<file path="src/rtl/song_recorder.sv">
// rtl/song_recorder.sv - records drum key presses into 100-slot note vectors for playback loading
// Slot 0 of a take ends up at bit 99 once the vectors are full.
module song_recorder (
    input  logic        clk,
    input  logic        reset_b,
    input  logic        beat_tick,
    input  logic        start,
    input  logic        stop,
    input  logic        key_red,
    input  logic        key_yellow,
    input  logic        key_blue,
    output logic [99:0] rec_red,
    output logic [99:0] rec_yellow,
    output logic [99:0] rec_blue,
    output logic [7:0]  total_notes,
    output logic [6:0]  slot_count,
    output logic        recording,
    output logic        done
);

    typedef enum logic [1:0] {IDLE, RECORD, PAD, DONE} state_t;

    state_t     state, state_next;
    logic [2:0] keys, prev_keys, key_edge, pending, slot_bits;
    logic       do_clear, do_commit, do_pad, do_discard;
    logic       last_slot;

    // Bit order everywhere: [2] red, [1] yellow, [0] blue.
    assign keys      = {key_red, key_yellow, key_blue};
    assign key_edge  = keys & ~prev_keys;
    assign slot_bits = pending | key_edge;
    assign last_slot = (slot_count >= 7'd99);

    assign recording = (state == RECORD);
    assign done      = (state == DONE);

    always_comb begin
        state_next = state;
        do_clear   = 1'b0;
        do_commit  = 1'b0;
        do_pad     = 1'b0;
        do_discard = 1'b0;
        case (state)
            IDLE, DONE: begin
                if (start) begin
                    do_clear   = 1'b1;
                    state_next = RECORD;
                end
            end
            RECORD: begin
                if (beat_tick) begin
                    do_commit = 1'b1;
                    if (last_slot)
                        state_next = DONE;
                    else if (stop)
                        state_next = PAD;
                end else if (stop) begin
                    do_discard = 1'b1;
                    state_next = PAD;
                end
            end
            PAD: begin
                do_pad = 1'b1;
                if (last_slot)
                    state_next = DONE;
            end
            default: state_next = IDLE;
        endcase
    end

    always_ff @(posedge clk or negedge reset_b) begin
        if (!reset_b) begin
            state       <= IDLE;
            prev_keys   <= 3'b000;
            pending     <= 3'b000;
            rec_red     <= '0;
            rec_yellow  <= '0;
            rec_blue    <= '0;
            total_notes <= 8'd0;
            slot_count  <= 7'd0;
        end else begin
            state     <= state_next;
            prev_keys <= keys;
            if (do_clear) begin
                pending     <= 3'b000;
                rec_red     <= '0;
                rec_yellow  <= '0;
                rec_blue    <= '0;
                total_notes <= 8'd0;
                slot_count  <= 7'd0;
            end else if (do_commit) begin
                // An edge arriving with the tick belongs to the slot being closed.
                rec_red     <= {rec_red[98:0],    slot_bits[2]};
                rec_yellow  <= {rec_yellow[98:0], slot_bits[1]};
                rec_blue    <= {rec_blue[98:0],   slot_bits[0]};
                total_notes <= total_notes + {7'd0, |slot_bits};
                slot_count  <= slot_count + 7'd1;
                pending     <= 3'b000;
            end else if (do_pad) begin
                rec_red    <= {rec_red[98:0],    1'b0};
                rec_yellow <= {rec_yellow[98:0], 1'b0};
                rec_blue   <= {rec_blue[98:0],   1'b0};
                slot_count <= slot_count + 7'd1;
            end else if (do_discard) begin
                pending <= 3'b000;
            end else if (state == RECORD) begin
                pending <= pending | key_edge;
            end
        end
    end

endmodule

</file>
<file path="config.mk">
export PLATFORM = sky130hd
export DESIGN_NAME = song_recorder
export DESIGN_NICKNAME = d
export VERILOG_FILES = /design/src/rtl/song_recorder.sv
export SDC_FILE = /design/constraint.sdc
export NUM_CORES = 1
export LEC_CHECK = 0
export BUFFER_PORTS_ARGS = -buffer_cell sky130_fd_sc_hd__buf_2
export CORE_ASPECT_RATIO = 0.8
export CORE_MARGIN = 2
export CORE_UTILIZATION = 35
export CTS_CLUSTER_DIAMETER = 200
export DETAILED_ROUTE_END_ITERATION = 10
export PLACE_DENSITY = 0.62
export SYNTH_ARGS = -nofsm -noshare
export SYNTH_HDL_FRONTEND = slang
export SYNTH_SLANG_ARGS = --single-unit
</file>
<file path="constraint.sdc">
create_clock -name clk -period 1.7 [get_ports clk]
set_input_delay 0.085 -clock clk [delete_from_list [all_inputs] [get_ports clk]]
set_output_delay 0.085 -clock clk [all_outputs]
set_load 0.005 [all_outputs]
</file>
==> impl_metrics.env <==
export IMPL_whs_ns=0.0436
export IMPL_antenna_found_initial=0
export IMPL_r2r_end="rec_red[57]"
export IMPL_final_area_sq_um=18700
export IMPL_ys_types=32
export IMPL_final_common_cell="nand2_1"
export IMPL_rows=63
export IMPL_yosysWarningCount=0
export IMPL_synth_edf_count=0
export IMPL_power_density_nw_per_um2=851
export IMPL_vias=11700
export IMPL_fillers=3369
export IMPL_synth_top_area_share_pct=61.7
export IMPL_final_cell_mix="nand2_1 (545), buf_2 (323), dfrtp_1 (322)"
export IMPL_r2r_slack_ns=-0.14
export IMPL_grt_max_degree=72
export IMPL_cts_max_path_buffers=3
export IMPL_nets=1845
export IMPL_crit_path_end_kind="flop"
export IMPL_clk_latency_ns=0.54
export IMPL_via_per_inst=5.02
export IMPL_synth_fp_nets=1446
export IMPL_synth_area_sq_um=13100
export IMPL_start_util_pct=35.4
export IMPL_crit_chain="ha_4, buf_6, a221o_4, clkbuf_16, nand3_1, nand2_1"
export IMPL_ys_seq_area_share_pct=61.7
export IMPL_async_flop_share_pct=100
export IMPL_pin_count=325
export IMPL_syn_avg_cell_area_sq_um=9.15
export IMPL_rr_startpoint="state[1]"
export IMPL_period_needed_ns=1.84
export IMPL_reg2reg_depth=6
export IMPL_period_share_pct=108
export IMPL_worst_slack_ns=-0.144
export IMPL_dpl_instance_area_sq_um=15800
export IMPL_cts_num_sinks=323
export IMPL_finalClockSkew_ns=0.0223
export IMPL_worstSetupPathType="reg2reg"
export IMPL_p_leak_nw=11.0
export IMPL_maxCapViolations=0
export IMPL_wl_per_cell_microns=18.2
export IMPL_status="complete, but fails checks"
export IMPL_grt_overflow_total=0
export IMPL_hold_viol_final=0
export IMPL_hp_class="in2async"
export IMPL_cts_tree="yes"
export IMPL_required_ns=2.12
export IMPL_io_buffers=324
export IMPL_cts_buffers=36
export IMPL_tightest_slew_ns=0.405
export IMPL_dieHeight_microns=177
export IMPL_syn_inst=1431
export IMPL_setup_viol=302
export IMPL_yosys_most_used_dff="dfrtp_1"
export IMPL_ys_ff_latch=323
export IMPL_htree_levels=2
export IMPL_drtPass1Iterations=5
export IMPL_dieArea_sq_um=39000
export IMPL_route_detailed_drc=0
export IMPL_start_kind="flop"
export IMPL_rsz0062_at_grt="true"
export IMPL_grt_pass1_vias=10700
export IMPL_timing_slew_headroom_pct=73.0
export IMPL_gp_congestion=0.823
export IMPL_max_freq_ghz=0.542
export IMPL_die_width_microns=220
export IMPL_clk_pin_slew_ns=0.06
export IMPL_crit_arrival_ns=2.26
export IMPL_drv_slew=0
export IMPL_drt_iter0_markers=1026
export IMPL_grt_pass1_wl_mm=61.8
export IMPL_yosysTopAreaCell="dfrtp_1"
export IMPL_num_antenna_cells=0
export IMPL_violations="setup timing"
export IMPL_peakVddDrop_v=0.000696
export IMPL_grt_total_usage_pct=19.9
export IMPL_syn2layout_area_growth_pct=42.5
export IMPL_dpl_hpwl_mm=25.1
export IMPL_layout_drive_gt1_share_pct=34.4
export IMPL_postRouteAntennaNets=0
export IMPL_cts_root_buffer="clkbuf_16"
export IMPL_ys_top_cells_by_area="dfrtp_1 (62%), nand2_1 (18%), nand3_1 (12%)"
export IMPL_crit_fanout=21
export IMPL_crit_slowest_cell="a221o_4"
export IMPL_routed_wirelength_mm=42.5
export IMPL_slowest_delay_ns=0.47
export IMPL_fp_coreArea_sq_um=37000
## power breakdown
part | internal (mW) | switching [mW]
clock network | 4.74 | 3.20
registers | 7.69 | 0.00173
logic | 0.0649 | 0.181
total | 12.5 | 3.39
## kinds of logic (layout without fill, tap and decap cells)
logic type / Yosys count / in the layout / synth area share (%)
compound gates: 25 / 27 / 1.16
xor+xnor: 10 / 10 / 0.669
fa+ha+maj: 7 / 7 / 0.669
buf+inv: 110 / 529 / 5.09
flops: 323 / 323 / 61.7
mux: 1 / 1 / 0.0860
simple gates: 955 / 955 / 30.6
## cell usage after synthesis, types with 2 or more instances
cell,instances
a21oi_1,11
and2_1,2
and3_1,2
buf_1,29
buf_2,44
buf_4,3
buf_6,22
buf_8,2
clkbuf_1,4
dfrtp_1,323
ha_1,7
inv_1,6
nand2_1,613
nand3_1,304
nand4_1,4
nor2_1,21
nor3_1,4
o21a_1,2
o21ai_0,6
or3_1,2
xnor2_1,3
xor2_1,7
## per-layer routing
| metal | vias up | part of all wire [%] | global-route usage, % |
|---|---|---|---|
| li1 | 5449 | - | - |
| met1 | 5815 | 44 | 28.6 |
| met2 | 386 | 47 | 30.0 |
| met3 | 83 | 5.8 | 3.52 |
| met4 | 0 | 3.3 | 7.69 |
| met5 | - | 0 | 0 |
## worst max-delay path by stage
stage | slack [ns] | startpoint | cells past startpoint | endpoint
3_5_place_dp | -0.31 | state[0] | 8 | rec_red[23]
4_1_cts | -0.11 | state[1] | 6 | rec_red[81]
2_1_floorplan | -0.08 | state[1] | 9 | slot_count[3]
6_report | -0.14 | state[1] | 6 | rec_red[57]
3_3_place_gp | -0.27 | state[0] | 8 | rec_red[12]
5_1_grt | -0.22 | state[1] | 6 | rec_red[56]
## through the flow
stage | total power, mW | TNS, ns | util [%] | setup WS (ns) | cells
6_report | 15.9 | -25.59 | 50.5 | -0.144 | 2339
2_1_floorplan | 7.85 | -19.87 | - | -0.0765 | 1431
4_1_cts | 16.1 | -19.71 | 47.9 | -0.106 | 2315
5_1_grt | 16.5 | -45.52 | 50.5 | -0.220 | 2339
3_5_place_dp | 8.08 | -54.25 | 42.7 | -0.313 | 2222
3_3_place_gp | 8.08 | -46.05 | 42.7 | -0.266 | 2222
## final cells by class
type                    instances  area (sq um)  area share (%)
multi-input cells            1000          4900            26.3
well taps                     487           609            3.27
repair buffers                463          3850            20.7
inverters                       6          22.5           0.121
flip-flops and latches        323          8080            43.3
clock buffers                  48          1040            5.56
clock inverters                12           149           0.798
## critical path: cells and delay by family, from the launching register on
family	cells	cell delay [ns]
flops	1	0.46
buf+inv	2	0.37
simple gates	2	0.15
fa+ha+maj	1	0.27
compound gates	1	0.47
## sequential cells by signal, summed over array words and instances (netlist names)
register / count
pending: 3
prev_keys: 3
rec_blue: 100
rec_red: 100
rec_yellow: 100
slot_count: 7
state: 2
total_notes: 8
## timing repair
action / in CTS / in global routing
pin swaps: 20 / 39
gates resized for setup: 69 / 108
buffers inserted: 15 / 2
hold buffers: 6 / 0
gates cloned: 12 / 24
endpoints found under the hold margin: 248 / 0
endpoints found under the setup margin: 304 / 314
Power figures use the tool's default switching activity.
